`config.mk`:
```
export PLATFORM = sky130hd
export DESIGN_NAME = btb_update_ctrl_flat
export DESIGN_NICKNAME = d
export VERILOG_FILES = /design/src/rtl/btb_update_ctrl_if.sv /design/src/rtl/btb_update_ctrl.sv /design/src/flat_wrapper.sv
export SDC_FILE = /design/constraint.sdc
export NUM_CORES = 1
export LEC_CHECK = 0
export BUFFER_PORTS_ARGS = -buffer_cell sky130_fd_sc_hd__buf_4
export CAP_MARGIN = 5
export CORE_MARGIN = 5
export CORE_UTILIZATION = 62
export DETAILED_ROUTE_END_ITERATION = 12
export PLACE_DENSITY = 0.86
export SYNTH_ARGS = -nofsm -noshare
export SYNTH_HDL_FRONTEND = slang
export SYNTH_SLANG_ARGS = --single-unit
```
`constraint.sdc`:
```
create_clock -name CLK -period 21.7 [get_ports CLK]
set_input_delay 0 -clock CLK [delete_from_list [all_inputs] [get_ports CLK]]
set_output_delay 0 -clock CLK [all_outputs]
set_load 0.01 [all_outputs]
```
`src/rtl/btb_update_ctrl_if.sv`:
```
// rtl/btb_update_ctrl_if.sv - EX resolution, flush/redirect and BTB write-slot signals
// master = pipeline/fetch side, slave = update controller.
interface btb_update_ctrl_if;
   logic        ex_valid;
   logic        ex_ready;
   logic [31:0] ex_pc;
   logic        ex_taken;
   logic [31:0] ex_target;
   logic        ex_pred_taken;
   logic [31:0] ex_pred_target;
   logic        flush;
   logic [31:0] redirect_pc;
   logic        btb_req;
   logic        btb_grant;
   logic        btb_force;
   logic        btb_wen;
   logic [1:0]  btb_widx;
   logic [62:0] btb_wentry;

   modport master (
      output ex_valid, ex_pc, ex_taken, ex_target, ex_pred_taken, ex_pred_target, btb_grant,
      input  ex_ready, flush, redirect_pc, btb_req, btb_force, btb_wen, btb_widx, btb_wentry
   );

   modport slave (
      input  ex_valid, ex_pc, ex_taken, ex_target, ex_pred_taken, ex_pred_target, btb_grant,
      output ex_ready, flush, redirect_pc, btb_req, btb_force, btb_wen, btb_widx, btb_wentry
   );
endinterface

```
`src/rtl/btb_update_ctrl.sv`:
```
// rtl/btb_update_ctrl.sv - BTB write sequencer with 2-bit shadow counters and write queue
// Entry layout: [62] valid, [61:60] idx, [59:32] tag, [31:0] target.
module btb_update_ctrl #(
   parameter int         QDEPTH       = 2,
   parameter logic [1:0] CNT_INIT     = 2'b01,
   parameter int         STARVE_LIMIT = 4
) (
   input logic CLK,
   input logic RST,
   btb_update_ctrl_if.slave bus
);
   localparam int PW = (QDEPTH > 1) ? $clog2(QDEPTH) : 1;
   localparam int SW = $clog2(STARVE_LIMIT + 1);

   typedef enum logic {IDLE, REQ} state_t;

   state_t        state_q;
   logic [62:0]   q_mem_q [QDEPTH];
   logic [PW-1:0] wptr_q;
   logic [PW-1:0] rptr_q;
   logic [PW:0]   count_q;
   logic [PW:0]   count_d;

   logic          sh_valid_q [4];
   logic [27:0]   sh_tag_q   [4];
   logic [1:0]    sh_cnt_q   [4];

   logic          flush_q;
   logic [31:0]   redirect_q;
   logic          force_q;
   logic [SW-1:0] starve_q;
   logic [SW-1:0] starve_d;

   logic          q_full;
   logic          accept;
   logic [1:0]    idx;
   logic [27:0]   pc_tag;
   logic          hit;
   logic [1:0]    base;
   logic [1:0]    cnt_new;
   logic          install;
   logic          invalidate;
   logic          push;
   logic [62:0]   push_entry;
   logic          mispredict;
   logic          req;
   logic          pop;

   assign q_full  = (count_q == (PW+1)'(QDEPTH));
   assign accept  = bus.ex_valid & ~q_full;
   assign idx     = bus.ex_pc[3:2];
   assign pc_tag  = bus.ex_pc[31:4];
   assign hit     = sh_valid_q[idx] & (sh_tag_q[idx] == pc_tag);
   assign base    = hit ? sh_cnt_q[idx] : CNT_INIT;

   always_comb begin
      cnt_new = base;
      if (bus.ex_taken) begin
         if (base != 2'b11) cnt_new = base + 2'b01;
      end else if (base != 2'b00) begin
         cnt_new = base - 2'b01;
      end
   end

   // Upper counter bit set means "predict taken": keep or install the entry.
   assign install    = cnt_new[1];
   assign invalidate = ~cnt_new[1] & hit;
   assign push       = accept & (install | invalidate);
   assign push_entry = install ? {1'b1, idx, pc_tag, bus.ex_target}
                               : {1'b0, idx, sh_tag_q[idx], 32'h0};

   assign mispredict = accept & ((bus.ex_taken != bus.ex_pred_taken) |
                       (bus.ex_taken & bus.ex_pred_taken & (bus.ex_target != bus.ex_pred_target)));

   assign req     = (state_q == REQ);
   assign pop     = req & bus.btb_grant;
   assign count_d = count_q + (PW+1)'(push) - (PW+1)'(pop);

   always_comb begin
      starve_d = starve_q;
      if (pop) begin
         starve_d = '0;
      end else if (req && (starve_q != SW'(STARVE_LIMIT))) begin
         starve_d = starve_q + SW'(1);
      end
   end

   assign bus.ex_ready    = ~q_full;
   assign bus.flush       = flush_q;
   assign bus.redirect_pc = redirect_q;
   assign bus.btb_req     = req;
   assign bus.btb_force   = force_q;
   assign bus.btb_wen     = pop;
   assign bus.btb_wentry  = q_mem_q[rptr_q];
   assign bus.btb_widx    = q_mem_q[rptr_q][61:60];

   always_ff @(posedge CLK) begin
      if (RST) begin
         state_q    <= IDLE;
         wptr_q     <= '0;
         rptr_q     <= '0;
         count_q    <= '0;
         flush_q    <= 1'b0;
         redirect_q <= 32'h0;
         force_q    <= 1'b0;
         starve_q   <= '0;
         for (int k = 0; k < 4; k++) begin
            sh_valid_q[k] <= 1'b0;
            sh_tag_q[k]   <= 28'h0;
            sh_cnt_q[k]   <= CNT_INIT;
         end
      end else begin
         count_q <= count_d;
         if (push) begin
            q_mem_q[wptr_q] <= push_entry;
            wptr_q          <= wptr_q + PW'(1);
         end
         if (pop) rptr_q <= rptr_q + PW'(1);

         flush_q <= mispredict;
         if (mispredict) redirect_q <= bus.ex_taken ? bus.ex_target : bus.ex_pc + 32'd4;

         if (accept) begin
            sh_cnt_q[idx] <= cnt_new;
            if (install) begin
               sh_valid_q[idx] <= 1'b1;
               sh_tag_q[idx]   <= pc_tag;
            end else if (hit) begin
               sh_valid_q[idx] <= 1'b0;
            end
         end

         starve_q <= starve_d;
         force_q  <= (starve_d == SW'(STARVE_LIMIT));

         case (state_q)
            IDLE:    if (count_d != '0) state_q <= REQ;
            REQ:     if (count_d == '0) state_q <= IDLE;
            default: state_q <= IDLE;
         endcase
      end
   end
endmodule

```
`src/flat_wrapper.sv`:
```
// flat-port wrapper written by rule: the top's interface ports become plain ports
module btb_update_ctrl_flat 
#(
   parameter int         QDEPTH       = 2,
   parameter logic [1:0] CNT_INIT     = 2'b01,
   parameter int         STARVE_LIMIT = 4
)
  (CLK, RST, bus_ex_valid, bus_ex_pc, bus_ex_taken, bus_ex_target, bus_ex_pred_taken, bus_ex_pred_target, bus_btb_grant, bus_ex_ready, bus_flush, bus_redirect_pc, bus_btb_req, bus_btb_force, bus_btb_wen, bus_btb_widx, bus_btb_wentry);
  btb_update_ctrl_if bus_i ();
  input logic CLK;
  input logic RST;
  input wire logic [$bits(bus_i.ex_valid)-1:0] bus_ex_valid;
  input wire logic [$bits(bus_i.ex_pc)-1:0] bus_ex_pc;
  input wire logic [$bits(bus_i.ex_taken)-1:0] bus_ex_taken;
  input wire logic [$bits(bus_i.ex_target)-1:0] bus_ex_target;
  input wire logic [$bits(bus_i.ex_pred_taken)-1:0] bus_ex_pred_taken;
  input wire logic [$bits(bus_i.ex_pred_target)-1:0] bus_ex_pred_target;
  input wire logic [$bits(bus_i.btb_grant)-1:0] bus_btb_grant;
  output wire logic [$bits(bus_i.ex_ready)-1:0] bus_ex_ready;
  output wire logic [$bits(bus_i.flush)-1:0] bus_flush;
  output wire logic [$bits(bus_i.redirect_pc)-1:0] bus_redirect_pc;
  output wire logic [$bits(bus_i.btb_req)-1:0] bus_btb_req;
  output wire logic [$bits(bus_i.btb_force)-1:0] bus_btb_force;
  output wire logic [$bits(bus_i.btb_wen)-1:0] bus_btb_wen;
  output wire logic [$bits(bus_i.btb_widx)-1:0] bus_btb_widx;
  output wire logic [$bits(bus_i.btb_wentry)-1:0] bus_btb_wentry;
  assign bus_i.ex_valid = bus_ex_valid;
  assign bus_i.ex_pc = bus_ex_pc;
  assign bus_i.ex_taken = bus_ex_taken;
  assign bus_i.ex_target = bus_ex_target;
  assign bus_i.ex_pred_taken = bus_ex_pred_taken;
  assign bus_i.ex_pred_target = bus_ex_pred_target;
  assign bus_i.btb_grant = bus_btb_grant;
  assign bus_ex_ready = bus_i.ex_ready;
  assign bus_flush = bus_i.flush;
  assign bus_redirect_pc = bus_i.redirect_pc;
  assign bus_btb_req = bus_i.btb_req;
  assign bus_btb_force = bus_i.btb_force;
  assign bus_btb_wen = bus_i.btb_wen;
  assign bus_btb_widx = bus_i.btb_widx;
  assign bus_btb_wentry = bus_i.btb_wentry;
  btb_update_ctrl #(.QDEPTH(QDEPTH), .CNT_INIT(CNT_INIT), .STARVE_LIMIT(STARVE_LIMIT)) u_core (.CLK(CLK), .RST(RST), .bus(bus_i));
endmodule
```
# Word-level counts from Yosys, hierarchy flattened
# Memories as Yosys holds them, arrays and structs flattened. A register that Yosys moved wholly into a read port is not among the register bits.
# Cells that the tools add are included.
# word_totals
romBits,0
mem_bits_rw,250
regBits,42
mem_count,4
word_cells,88
latch_bits,0
inputBits,102
out_inout_bits,102
# op_classes
n_lt_le_gt_ge,0
mux,40
mul,0
n_div,0
bitwise_logic,14
addsub,8
reduce_logical,7
eq_ne,7
shift,0
# memory_table
memory,depth,word_bits,read_ports,rd_ports_with_merged_regs,wr,line_no,rtl
u_core.q_mem_q,2,63,1,1,1,btb_update_ctrl.sv:18,logic [62:0] q_mem_q [QDEPTH];
u_core.sh_tag_q,4,28,1,0,4,btb_update_ctrl.sv:25,logic [27:0] sh_tag_q [4];
u_core.sh_cnt_q,4,2,1,0,4,btb_update_ctrl.sv:26,logic [1:0] sh_cnt_q [4];
u_core.sh_valid_q,4,1,1,0,4,btb_update_ctrl.sv:24,logic sh_valid_q [4];
# ops
op,count
63-bit two-way mux,1
32-bit by 3-bit adder with 32-bit output (second input constant),1
32-bit two-way mux,1
32-bit != test,1
28-bit == test,1
28-bit two-way mux,1
28-bit OR reduction,1
1-bit two-way mux,26
2-bit two-way mux,8
1-bit bitwise AND,8
3-bit two-way mux,2
2-bit nonzero test,2
3-bit by 1-bit adder with 3-bit output (second input constant),1
3-bit == test (second input constant),1
3-bit != test (second input constant),1
1-bit inverter,3
1-bit bitwise OR,3
1-bit adder (second input constant),2
2-bit by 1-bit adder with 2-bit output,1
2-bit by 1-bit adder with 2-bit output (second input constant),1
2-bit == test (second input constant),1
2-bit zero test,1
2-bit != test (second input constant),1
1-bit case mux with 2 select lines,1
other kinds (6),6

# Depth between registers and ports, before layout
# An unclocked memory read counts as a cell.
# depth
word_depth,16
mapped_depth,16
mapped_depth_nobuf,12

# Worst setup path before layout
# OpenSTA, ideal clock, no wires.
# synth_timing
path_type,register to register
startpoint,memory u_core.sh_tag_q[3][6]
endpoint,"memory u_core.q_mem_q[1][0], enable pin"
path_stages_with_launch,8
path_slack_ps,14338
period_less_slack_ps,7362
t_arrival_ps,6788
setup_time_ps,574
required_time_ps,21126
n_path_buf,0
cell_sequence,edfxtp_1 > mux4_2 > xnor2_1 > nand4_1 > or4_1 > nor4_4 > nor2_1 > nor3b_1
# synth_between
elab_chain_cells,14
elab_cells_between_ends,18
cone_classes,2 x add/sub; 2 x eq/ne; 7 x mux; 5 x bitwise; 1 x reduce/logical; 1 x memory
# synth_rtl
item,line_no,rtl
"start, declared",btb_update_ctrl.sv:25,
memory read 4 x 28 bit *,--,
28-bit == test *,btb_update_ctrl.sv:53,assign hit = sh_valid_q[idx] & (sh_tag_q[idx] == pc_tag);
1-bit bitwise AND *,btb_update_ctrl.sv:53,
2-bit two-way mux,btb_update_ctrl.sv:54,assign base = hit ? sh_cnt_q[idx] : CNT_INIT;
2-bit by 1-bit subtractor with 2-bit output (tied with other cells),btb_update_ctrl.sv:61,cnt_new = base - 2'b01;
"2-bit two-way mux, on equally long branches","btb_update_ctrl.sv:60, btb_update_ctrl.sv:59",
2-bit two-way mux,btb_update_ctrl.sv:58,if (bus.ex_taken) begin
1-bit inverter,btb_update_ctrl.sv:67,assign invalidate = ~cnt_new[1] & hit;
1-bit bitwise AND,btb_update_ctrl.sv:67,
1-bit bitwise OR *,btb_update_ctrl.sv:68,assign push = accept & (install | invalidate);
1-bit bitwise AND *,btb_update_ctrl.sv:68,
1-bit two-way mux *,btb_update_ctrl.sv:114,if (push) begin
1-bit two-way mux *,btb_update_ctrl.sv:98,if (RST) begin
1-bit two-way mux (implied by the code) *,btb_update_ctrl.sv:115,q_mem_q[wptr_q] <= push_entry;
"end, declared",btb_update_ctrl.sv:18,
# Every way passes the cells marked *; elsewhere a longest branch is shown, timed or not.

==> run_results.csv <==
group,metric,value,unit
grt,grt_pass1_vias,10100,
clock_tree,clkTransAtPathRegs,60,ps
placed_design,io_buffers,203,
clock_tree,cts.sinks,293,
placed_design,gp_congestion,0.869,
synth,yosys.area.top_type,"edfxtp_1",
floorplanning,die-area,25600,um2
worst_setup_path,reg2reg_slack,16760,ps
detailed_routing,vias,9628,
worst_setup_path,r2r_end,"u_core.sh_tag_q[0][22]",
layout,mostFrequentLayoutCells,"edfxtp_1 (250), buf_4 (216), mux2_2 (95)",
layout,final_core_util,0.767,
layout,final_common_cell,"edfxtp_1",
detailed_routing,via_per_inst,6.06,
sta,setup_viol,0,
layout,drive_gt1_frac,0.298,
detailed_routing,routed_wirelength,37800,um
grt,antenna_found_initial,0,
synth,ys_top_cells_by_area,"edfxtp_1 (54%), mux2_2 (7.7%), dfxtp_1 (6.2%), and2_1 (4.2%), xnor2_1 (4.0%)",
detailed_routing,drt_iter0_drc,799,
worst_setup_path,crit_fanout,57,
synth,ys_types,51,
clock_tree,clkLatencyLatePin,540,ps
detailed_routing,ant_nets,0,
sta,fmax,202,MHz
power,total_leakage_power,6.69,nW
synth,synthArstFlopShare,0,
layout,final_nets,1390,
synth,synth_edf_count,250,
worst_hold_path,hold_class,"in2reg",
sta,fin_crit_sh,0.228,
sta,finalHoldViolations,0,
grt,grt_max_degree,68,
placed_design,dp_hpwl,23100,um
power,ir_drop,0.0000690,V
floorplanning,rows,55,
synth,yosys.area.top_type_share,0.537,
clock_tree,cts-root-buf,"clkbuf_16",
clock_tree,cts_buffer_depth,3,
floorplanning,io_pins,204,
grt,grt.total_usage,0.290,
sta,slew_viol_final,0,
synth,synth_warnings,0,
worst_setup_path,end_kind,"flip-flop",
floorplanning,dieHeight,160,um
synth,syn_nets,1162,
floorplanning,fp.dieW,160,um
synth,synthFlopType,"edfxtp_1",
sta,tightest_slew,1150,ps
worst_setup_path,crit_path_start_kind,"flip-flop",
worst_setup_path,critPathKind,"reg2reg",
grt,grt_overflow,0,
layout,area_growth,23.1,%
worst_hold_path,holdPathEnd,"u_core.q_mem_q[1][61]",
clock_tree,cts_buffers,29,
clock_tree,cts_resized,0,
synth,synth-seq-area-share,0.599,
layout,fillers,1299,
layout,antenna_cells,0,
detailed_routing,drc_errors,0,
worst_setup_path,cp.required,21890,ps
floorplanning,core_area,22400,um2
clock_tree,cts_max_level,1,
worst_setup_path,reg2reg_from,"u_core.sh_tag_q[2][2]",
clock_tree,cts_tree,"built",
sta,setup-tns-final,0,ps
synth,synth_cells,1054,
worst_hold_path,min_from,"bus_ex_pc[3]",
floorplanning,initial_core_util,0.623,
worst_setup_path,reg2reg_depth,10,
worst_setup_path,arrival,5130,ps
synth,syn_area,14000,um2
sta,max-slew-margin-rel,0.228,
synth,ys_seq_elements,293,
worst_hold_path,holdPathStages,1,
job,cap_violations,0,
power,power.density,85.2,nW/um2
synth,synth_area_per_cell,13.3,um2
run_status,outcome,"completed",
power,p_total,1.47,mW
sta,rsz0062_at_grt,"false",
sta,finalCriticalPeriod,4940,ps
detailed_routing,routedWlPerCell,23.8,um
grt,grt_pass1_wl,57800,um
sta,skew,15.1,ps
detailed_routing,dr.pass1.iters,6,
==> area by class of cell <==
class | count | area [um2] | share of cell area
Clock buffer | 39 | 803 | 0.0467
Clock inverter | 14 | 144 | 0.00836
Inverter | 13 | 48.8 | 0.00283
Multi-Input combinational cell | 662 | 5200 | 0.302
Sequential cell | 293 | 8370 | 0.486
Tap cell | 285 | 357 | 0.0207
Timing Repair Buffer | 283 | 2290 | 0.133
==> state kept, by name, indices dropped and copies added (netlist names), named ones only <==
| name | flops |
|---|---|
| u_core.q_mem_q | 126 |
| u_core.bus.btb_req | 1 |
| u_core.rptr_q | 1 |
| u_core.sh_tag_q | 112 |
| u_core.bus.redirect_pc | 32 |
| u_core.count_q | 2 |
| u_core.bus.flush | 1 |
| u_core.sh_valid_q | 4 |
| u_core.bus.btb_force | 1 |
| u_core.sh_cnt_q | 8 |
| u_core.starve_q | 3 |
| u_core.wptr_q | 1 |
==> logic make-up (layout without fill, tap and decap cells) <==
kind of cell,after synthesis,in the layout,share of synthesized area
multiplexers,172,172,0.152
AO/OA/AOI/OAI,65,65,0.0284
AND/OR/NAND/NOR,331,331,0.129
buffers and inverters,99,349,0.0314
flip-flops,293,293,0.599
XOR/XNOR,87,87,0.0545
adder cells (fa/ha/maj),7,7,0.00609
==> timing repair <==
| item | CTS | global route |
|---|---|---|
| buffers inserted | 0 | 0 |
| hold endpoints to repair | 273 | 0 |
| hold buffers | 67 | 0 |
==> how the worst max path moves through the flow <==
stage,start,to,depth (start not counted)
floorplan,u_core.sh_tag_q[3][6],u_core.q_mem_q[1][0],7
global placement,bus_ex_pc[2],u_core.sh_tag_q[0][21],11
detailed placement,bus_ex_pc[2],u_core.sh_tag_q[0][18],11
CTS,u_core.sh_tag_q[3][7],u_core.sh_tag_q[0][9],10
global route,u_core.sh_tag_q[2][2],u_core.sh_tag_q[0][9],10
finish,u_core.sh_tag_q[2][2],u_core.sh_tag_q[0][22],10
==> routing by layer <==
metal  part of all wire  vias to the layer above  track usage
met5                  0                        -            0
met4              0.045                        0        0.123
met3              0.071                      111       0.0483
met2               0.51                      473        0.499
met1               0.37                     4751        0.366
li1                   -                     4293            -
==> report_power, final <==
part	internal [mW]	leakage [nW]	switching [mW]
Clock	0.294	0.459	0.209
Combinational	0.137	3.45	0.156
Sequential	0.657	2.78	0.0153
Total	1.09	6.69	0.380
==> cell usage after synthesis, types with 6 or more instances <==
| cell | instances |
|---|---|
| xor2_1 | 23 |
| xnor2_1 | 64 |
| edfxtp_1 | 250 |
| o21ai_0 | 32 |
| mux2i_1 | 54 |
| nor3_1 | 10 |
| nand2b_1 | 9 |
| clkbuf_1 | 52 |
| nand3_1 | 17 |
| a21oi_1 | 7 |
| and2_1 | 94 |
| mux2_2 | 95 |
| and3_1 | 59 |
| nor2_1 | 54 |
| nand4_1 | 17 |
| buf_4 | 9 |
| inv_1 | 12 |
| mux4_2 | 23 |
| nand2_1 | 51 |
| buf_2 | 13 |
| buf_1 | 8 |
| nor4_1 | 7 |
| dfxtp_1 | 43 |
| ha_1 | 6 |
==> worst max-delay path, cell delays in order (launching register included) <==
cell and delay, ps:
edfxtp_1 440, mux4_2 550, xnor2_1 170, nor4_1 550, nand4_1 250, nor4_4 410
mux2i_1 250, nand2_2 670, buf_4 660, a21o_1 190, buf_4 380
==> through the flow <==
stage | hold slack, ps | std cells | area, um2 | setup slack (ps)
3_5_place_dp | 343 | 1469 | 15600 | 16470
6_report | 17.3 | 1589 | 17200 | 16760
4_1_cts | 23.4 | 1589 | 17200 | 16890
2_1_floorplan | 98.9 | 1054 | 14000 | 14340
3_3_place_gp | 332 | 1469 | 15600 | 16530
5_1_grt | 31.7 | 1589 | 17200 | 16430
No activity file was read; power rests on OpenSTA's default activity.
